===== src/rtl/i2c_slave_ctl_if.sv =====
// rtl/i2c_slave_ctl_if.sv - host handshake and pad signals of the I2C target controller
interface i2c_slave_ctl_if;
    logic       i_enable;
    logic [6:0] i_slave_addr;
    logic [7:0] i_tx_data;
    logic       i_tx_valid;
    logic       o_tx_ready;
    logic [7:0] o_rx_data;
    logic       o_rx_valid;
    logic       o_addr_match;
    logic       o_rw;
    logic       o_stop;
    logic       o_busy;
    logic       i_scl;
    logic       o_scl_oen;
    logic       i_sda;
    logic       o_sda_oen;

    modport slave (
        input  i_enable, i_slave_addr, i_tx_data, i_tx_valid, i_scl, i_sda,
        output o_tx_ready, o_rx_data, o_rx_valid, o_addr_match, o_rw,
               o_stop, o_busy, o_scl_oen, o_sda_oen
    );

    modport master (
        output i_enable, i_slave_addr, i_tx_data, i_tx_valid, i_scl, i_sda,
        input  o_tx_ready, o_rx_data, o_rx_valid, o_addr_match, o_rw,
               o_stop, o_busy, o_scl_oen, o_sda_oen
    );
endinterface


===== src/rtl/i2c_slave_ctl.sv =====
// rtl/i2c_slave_ctl.sv - I2C target: pad filtering, START/STOP, address match, byte rx/tx with stretching
module i2c_slave_ctl #(
    parameter int FILTER_LEN = 3
) (
    input  logic            i_sysclk,
    input  logic            i_reset_n,
    i2c_slave_ctl_if.slave  bus
);
    localparam logic [3:0] FILT_MAX = 4'(FILTER_LEN - 1);

    typedef enum logic [3:0] {
        IDLE, ADDR, ADDR_ACK, RX, RX_ACK, TX_LOAD, TX, TX_ACK, IGNORE
    } state_t;

    // index 0 = SCL, index 1 = SDA
    logic [1:0]      sync1, sync2, filt, filt_d;
    logic [1:0][3:0] fcnt;

    state_t     state;
    logic [2:0] bit_cnt;
    logic [6:0] shift;
    logic [6:0] tx_shift;
    logic       ack_drv;
    logic       scl_oen, sda_oen;
    logic       tx_ready, rx_valid, addr_match, stop_p, busy, rw;
    logic [7:0] rx_data;

    logic scl_rise, scl_fall, start_det, stop_det, sda_f;

    // Two-flop synchroniser followed by a run-length filter; idle bus level is 1
    always_ff @(posedge i_sysclk or negedge i_reset_n) begin
        if (!i_reset_n) begin
            sync1  <= 2'b11;
            sync2  <= 2'b11;
            filt   <= 2'b11;
            filt_d <= 2'b11;
            fcnt   <= '0;
        end else begin
            sync1  <= {bus.i_sda, bus.i_scl};
            sync2  <= sync1;
            filt_d <= filt;
            for (int k = 0; k < 2; k++) begin
                if (sync2[k] == filt[k]) begin
                    fcnt[k] <= 4'd0;
                end else if (fcnt[k] == FILT_MAX) begin
                    filt[k] <= sync2[k];
                    fcnt[k] <= 4'd0;
                end else begin
                    fcnt[k] <= fcnt[k] + 4'd1;
                end
            end
        end
    end

    // START/STOP require SCL high on both sides of the SDA edge so a
    // simultaneous SCL fall is never mistaken for a bus condition
    assign sda_f     = filt[1];
    assign scl_rise  =  filt[0] & ~filt_d[0];
    assign scl_fall  = ~filt[0] &  filt_d[0];
    assign start_det =  filt_d[1] & ~filt[1] & filt[0] & filt_d[0];
    assign stop_det  = ~filt_d[1] &  filt[1] & filt[0] & filt_d[0];

    // Protocol FSM with all outputs registered
    always_ff @(posedge i_sysclk or negedge i_reset_n) begin
        if (!i_reset_n) begin
            state      <= IDLE;
            bit_cnt    <= 3'd0;
            shift      <= 7'd0;
            tx_shift   <= 7'd0;
            ack_drv    <= 1'b0;
            scl_oen    <= 1'b1;
            sda_oen    <= 1'b1;
            tx_ready   <= 1'b0;
            rx_valid   <= 1'b0;
            addr_match <= 1'b0;
            stop_p     <= 1'b0;
            busy       <= 1'b0;
            rw         <= 1'b0;
            rx_data    <= 8'h00;
        end else begin
            tx_ready   <= 1'b0;
            rx_valid   <= 1'b0;
            addr_match <= 1'b0;
            stop_p     <= 1'b0;

            if (start_det)     busy <= 1'b1;
            else if (stop_det) busy <= 1'b0;

            if (!bus.i_enable) begin
                state   <= IDLE;
                scl_oen <= 1'b1;
                sda_oen <= 1'b1;
                bit_cnt <= 3'd0;
                ack_drv <= 1'b0;
            end else if (start_det) begin
                state   <= ADDR;
                bit_cnt <= 3'd0;
                sda_oen <= 1'b1;
                scl_oen <= 1'b1;
                ack_drv <= 1'b0;
            end else if (stop_det) begin
                state   <= IDLE;
                stop_p  <= 1'b1;
                sda_oen <= 1'b1;
                scl_oen <= 1'b1;
                ack_drv <= 1'b0;
            end else begin
                case (state)
                    ADDR: begin
                        if (scl_rise) begin
                            shift   <= {shift[5:0], sda_f};
                            bit_cnt <= bit_cnt + 3'd1;
                            if (bit_cnt == 3'd7) begin
                                if (shift == bus.i_slave_addr) begin
                                    rw         <= sda_f;
                                    addr_match <= 1'b1;
                                    ack_drv    <= 1'b0;
                                    state      <= ADDR_ACK;
                                end else begin
                                    state <= IGNORE;
                                end
                            end
                        end
                    end
                    ADDR_ACK, RX_ACK: begin
                        // first fall starts the ACK low, second fall ends it
                        if (scl_fall) begin
                            if (!ack_drv) begin
                                sda_oen <= 1'b0;
                                ack_drv <= 1'b1;
                            end else begin
                                sda_oen <= 1'b1;
                                ack_drv <= 1'b0;
                                bit_cnt <= 3'd0;
                                state   <= rw ? TX_LOAD : RX;
                            end
                        end
                    end
                    RX: begin
                        if (scl_rise) begin
                            shift   <= {shift[5:0], sda_f};
                            bit_cnt <= bit_cnt + 3'd1;
                            if (bit_cnt == 3'd7) begin
                                rx_data  <= {shift, sda_f};
                                rx_valid <= 1'b1;
                                ack_drv  <= 1'b0;
                                state    <= RX_ACK;
                            end
                        end
                    end
                    TX_LOAD: begin
                        // SCL release is left to TX so SDA gets a setup cycle
                        if (bus.i_tx_valid) begin
                            tx_shift <= bus.i_tx_data[6:0];
                            sda_oen  <= bus.i_tx_data[7];
                            tx_ready <= 1'b1;
                            bit_cnt  <= 3'd0;
                            state    <= TX;
                        end else begin
                            scl_oen <= 1'b0;
                        end
                    end
                    TX: begin
                        scl_oen <= 1'b1;
                        if (scl_fall) begin
                            bit_cnt <= bit_cnt + 3'd1;
                            if (bit_cnt == 3'd7) begin
                                sda_oen <= 1'b1;
                                state   <= TX_ACK;
                            end else begin
                                sda_oen  <= tx_shift[6];
                                tx_shift <= {tx_shift[5:0], 1'b0};
                            end
                        end
                    end
                    TX_ACK: begin
                        if (scl_rise && sda_f) state <= IGNORE;
                        else if (scl_fall)     state <= TX_LOAD;
                    end
                    default: begin
                    end
                endcase
            end
        end
    end

    assign bus.o_scl_oen    = scl_oen;
    assign bus.o_sda_oen    = sda_oen;
    assign bus.o_tx_ready   = tx_ready;
    assign bus.o_rx_valid   = rx_valid;
    assign bus.o_rx_data    = rx_data;
    assign bus.o_addr_match = addr_match;
    assign bus.o_rw         = rw;
    assign bus.o_stop       = stop_p;
    assign bus.o_busy       = busy;
endmodule


===== src/flat_wrapper.sv =====
// flat-port wrapper written by rule: the top's interface ports become plain ports
module i2c_slave_ctl_flat 
#(
    parameter int FILTER_LEN = 3
)
  (i_sysclk, i_reset_n, bus_i_enable, bus_i_slave_addr, bus_i_tx_data, bus_i_tx_valid, bus_i_scl, bus_i_sda, bus_o_tx_ready, bus_o_rx_data, bus_o_rx_valid, bus_o_addr_match, bus_o_rw, bus_o_stop, bus_o_busy, bus_o_scl_oen, bus_o_sda_oen);
  i2c_slave_ctl_if bus_i ();
  input  logic i_sysclk;
  input  logic i_reset_n;
  input wire logic [$bits(bus_i.i_enable)-1:0] bus_i_enable;
  input wire logic [$bits(bus_i.i_slave_addr)-1:0] bus_i_slave_addr;
  input wire logic [$bits(bus_i.i_tx_data)-1:0] bus_i_tx_data;
  input wire logic [$bits(bus_i.i_tx_valid)-1:0] bus_i_tx_valid;
  input wire logic [$bits(bus_i.i_scl)-1:0] bus_i_scl;
  input wire logic [$bits(bus_i.i_sda)-1:0] bus_i_sda;
  output wire logic [$bits(bus_i.o_tx_ready)-1:0] bus_o_tx_ready;
  output wire logic [$bits(bus_i.o_rx_data)-1:0] bus_o_rx_data;
  output wire logic [$bits(bus_i.o_rx_valid)-1:0] bus_o_rx_valid;
  output wire logic [$bits(bus_i.o_addr_match)-1:0] bus_o_addr_match;
  output wire logic [$bits(bus_i.o_rw)-1:0] bus_o_rw;
  output wire logic [$bits(bus_i.o_stop)-1:0] bus_o_stop;
  output wire logic [$bits(bus_i.o_busy)-1:0] bus_o_busy;
  output wire logic [$bits(bus_i.o_scl_oen)-1:0] bus_o_scl_oen;
  output wire logic [$bits(bus_i.o_sda_oen)-1:0] bus_o_sda_oen;
  assign bus_i.i_enable = bus_i_enable;
  assign bus_i.i_slave_addr = bus_i_slave_addr;
  assign bus_i.i_tx_data = bus_i_tx_data;
  assign bus_i.i_tx_valid = bus_i_tx_valid;
  assign bus_i.i_scl = bus_i_scl;
  assign bus_i.i_sda = bus_i_sda;
  assign bus_o_tx_ready = bus_i.o_tx_ready;
  assign bus_o_rx_data = bus_i.o_rx_data;
  assign bus_o_rx_valid = bus_i.o_rx_valid;
  assign bus_o_addr_match = bus_i.o_addr_match;
  assign bus_o_rw = bus_i.o_rw;
  assign bus_o_stop = bus_i.o_stop;
  assign bus_o_busy = bus_i.o_busy;
  assign bus_o_scl_oen = bus_i.o_scl_oen;
  assign bus_o_sda_oen = bus_i.o_sda_oen;
  i2c_slave_ctl #(.FILTER_LEN(FILTER_LEN)) u_core (.i_sysclk(i_sysclk), .i_reset_n(i_reset_n), .bus(bus_i));
endmodule

===== config.mk =====
export PLATFORM = sky130hd
export DESIGN_NAME = i2c_slave_ctl_flat
export DESIGN_NICKNAME = d
export VERILOG_FILES = /design/src/rtl/i2c_slave_ctl_if.sv /design/src/rtl/i2c_slave_ctl.sv /design/src/flat_wrapper.sv
export SDC_FILE = /design/constraint.sdc
export NUM_CORES = 1
export LEC_CHECK = 0
export CAP_MARGIN = 20
export CORE_ASPECT_RATIO = 2
export CORE_UTILIZATION = 40
export DETAILED_ROUTE_END_ITERATION = 10
export DONT_BUFFER_PORTS = 1
export PLACE_DENSITY_LB_ADDON = 0.2
export SYNTH_ARGS = -nofsm -noshare
export SYNTH_HDL_FRONTEND = slang
export SYNTH_SLANG_ARGS = --single-unit

===== constraint.sdc =====
create_clock -name i_sysclk -period 2.95 [get_ports i_sysclk]
set_clock_uncertainty 0.1 [all_clocks]
set_input_delay 0.1475 -clock i_sysclk [delete_from_list [all_inputs] [get_ports i_sysclk]]
set_output_delay 0.1475 -clock i_sysclk [all_outputs]
set_load 0.01 [all_outputs]

==> metrics.txt <==
status=complete, no violations; cell taking the most area after synthesis=dfrtp_1; Inserted Clock Buffers=5; initial antenna violation count=0; Critical Path RT=3.07 ns; # setup viols final=0; Final GP Congestion=a little over 0.9; max layer used=met4; H-tree level count=2; layout cells sized above 1=16.3%; Reg2Reg Depth=6; largest net degree at the start of global routing=55; Synth Flop Type=dfrtp_1; worst path bufs/invs=1; critical path's largest stage delay=roughly 0.49 ns; Worst-Skew Late Latency=0.29 ns; Netlist cell types=55; Hold Crit Class=in2reg; CP max stage cell=dfrtp_1; leak pwr=around 1.4 nW; async set-or-reset flop fraction in the synthesized netlist=100%; Max-cap violations=0; Clock transition at path regs=0.07 ns; Slew Limit Fails=0; CTS sink count=54; Tmin final=2.15 ns; I/O Buffers=0; dpl hpwl=4460 µm; ranking of synthesized cells by area=dfrtp_1 (40%), dfstp_2 (9.5%), mux2_2 (5.7%); Arrival @ worst endpoint=between 2 and 2.5 ns; Die ar.=roughly 7200 µm²; #FFs+latches synth=54; wire per inst=17.3 µm; Crit path depth=6; Max transition margin=63.5%; Met1 Wirelength=2200 µm; Initial Util=around two fifths; Ports=37; period utilisation layout=72.9%; final antenna diode count=0; fmax=approximately 470 MHz; drt first pass iters=4; Root Driver=clkbuf_16; Final Routed Wirelength=6210 µm; die extent in x=between 60 and 70 µm; Max clock buf depth=2; Overflow after GRT=0; Synth warnings=0; Vias=1997; Core Region=approximately 6600 µm²; delay-heaviest family, CP=simple AND/OR/NAND/NOR gates; count of final hold-check violations=0; Antenna Nets Post-Route=0; Vias/cell=5.58; cells along the critical path=buf_4 > nand2b_1 > a31oi_1 > nand4_1 > nand2_1 > mux2i_1; GRT Overall Usage=19.5%; nets=between 200 and 300; Layout area overhead=14.9%; Post-Syn Area=2750 µm²; Resized Gates After CTS=0; num rows=42; first-pass GRT wire length=10300 µm; Post-Syn Nets=287; number of global-route vias before repair=2125; Critical Path Start Type=flip-flop; sequential element share of the synthesized area=about half; RSZ-0062 raised after global routing=false; Slew @ Worst Pin=0.543 ns; Min-Delay Path Depth=2; syn_area_per_cell=10.6 µm²; chip height=119 µm; Initial DRC Count=135; CP max FO=13; PwrDens=716 nW/µm²; CTS tree=done; number of flops mapped to enable cells by yosys=0; met3 wire len=189 µm; WHS=0.0213 ns; Synth Instances=259; Setup CP Type=reg2reg; routed wire length on met2=3550 µm; peak supply drop=422 µV; DRC=0; crit end category=flip-flop; area fraction of the dominant cell type after synthesis=40.0%; Setup TNS Final=0 ns
==> power by group <==
group	switching (W)	internal, W	leakage [nW]
clock network	0.000256	0.000509	0.0971
registers	0.000169	0.000850	0.705
logic	0.000275	0.000206	0.601
total	0.000701	0.00156	1.40
==> what timing repair did <==
item | 4_1_cts | 5_1_grt
hold endpoints to repair | 65 | 0
buffers inserted | 0 | 0
hold buffers | 12 | 0
==> metrics by stage <==
step | instance area, µm² | setup WS, ns | power, W | instances | util (%)
2_1_floorplan | 2750 | 1.11 | 0.00136 | 259 | -
3_3_place_gp | 2830 | 0.905 | 0.00148 | 338 | 42.7
3_5_place_dp | 2830 | 0.950 | 0.00148 | 338 | 42.7
4_1_cts | 3160 | 0.885 | 0.00229 | 358 | 47.8
5_1_grt | 3160 | 0.753 | 0.00239 | 358 | 47.8
6_report | 3160 | 0.800 | 0.00227 | 358 | 47.8
==> logic make-up (layout without fill, tap and decap cells) <==
family | after synthesis | after routing | synth area share (%)
AOI/OAI and AO/OA | 51 | 51 | 11.6
xor gates and xnor gates | 15 | 15 | 4.77
adders and majority gates | 7 | 7 | 3.18
buffers and inverters | 19 | 30 | 3.09
DFF | 54 | 54 | 49.5
muxes | 26 | 26 | 10.3
and+or+nand+nor | 87 | 87 | 17.5
==> layer usage <==
metal | up-vias | GRT usage, %
li1 | 936 | -
met1 | 988 | 20.2
met2 | 53 | 34.3
met3 | 20 | 3.15
met4 | 0 | 12.1
met5 | - | 0
==> registers in the layout, summed over array words and instances, names as in the netlist, 3 cells and up <==
| name | cells |
|---|---|
| u_core.state | 4 |
| u_core.shift | 7 |
| u_core.bus.o_rx_data | 8 |
| u_core.bit_cnt | 3 |
| u_core.fcnt | 8 |
| u_core.tx_shift | 7 |
==> final cells by class <==
| cell class | count | area (µm²) |
|---|---|---|
| clock inverter | 2 | 60.1 |
| timing repair buffer | 15 | 160 |
| sequential | 54 | 1360 |
| multi-input combinational | 186 | 1300 |
| inverter | 7 | 26.3 |
| clock buffer | 6 | 139 |
| fill | 642 | 3460 |
| tap | 88 | 110 |
==> synth_stat cells (3+ instances only) <==
library cell,count
a21oi_1,17
buf_2,8
dfrtp_1,44
dfstp_2,10
ha_1,7
inv_1,6
mux2_1,4
mux2_2,14
mux2i_1,8
nand2_1,17
nand2b_1,6
nand3_1,4
nand4_1,4
nand4b_1,3
nor2_1,27
nor2b_1,4
nor3_1,3
o21ai_0,11
o22ai_1,3
xnor2_1,7
xor2_1,8
==> worst reg2reg max path, cell delays in order, from the launching register on <==
cell and delay, ns:
dfrtp_1 0.49, buf_4 0.24, nand2b_1 0.21, a31oi_1 0.38, nand4_1 0.29, nand2_1 0.16
mux2i_1 0.19
==> layout by cell type, fill, tap and decap left out, drive strengths merged, types with 4 or more instances in the layout <==
cell type | synthesis | final
nand2 | 17 | 17
o21ai | 12 | 12
nand4 | 5 | 5
a21oi | 17 | 17
dfrtp | 44 | 44
xnor2 | 7 | 7
nor3 | 4 | 4
mux2i | 8 | 8
buf | 11 | 4
xor2 | 8 | 8
nor2b | 4 | 4
clkbuf | 1 | 6
nand2b | 6 | 6
nand3 | 5 | 5
nor4 | 4 | 4
dfstp | 10 | 10
nor2 | 28 | 28
ha | 7 | 7
dlygate4sd3 | 0 | 11
inv | 7 | 7
mux2 | 18 | 18
==> final timing paths <==
check | from | to | slack [ns]
max | u_core.state[0] | u_core.state[0] | 0.80
max in group asynchronous | i_reset_n | u_core.bus.o_sda_oen | 2.18
min | bus_i_enable | u_core.bus.o_addr_match | 0.02
min in group asynchronous | i_reset_n | u_core.state[3] | 0.27
min reg2reg | u_core.sync1[1] | u_core.sync2[1] | 0.26
max reg2reg | u_core.state[0] | u_core.state[0] | 0.80
Power figures use the tool's default switching activity.
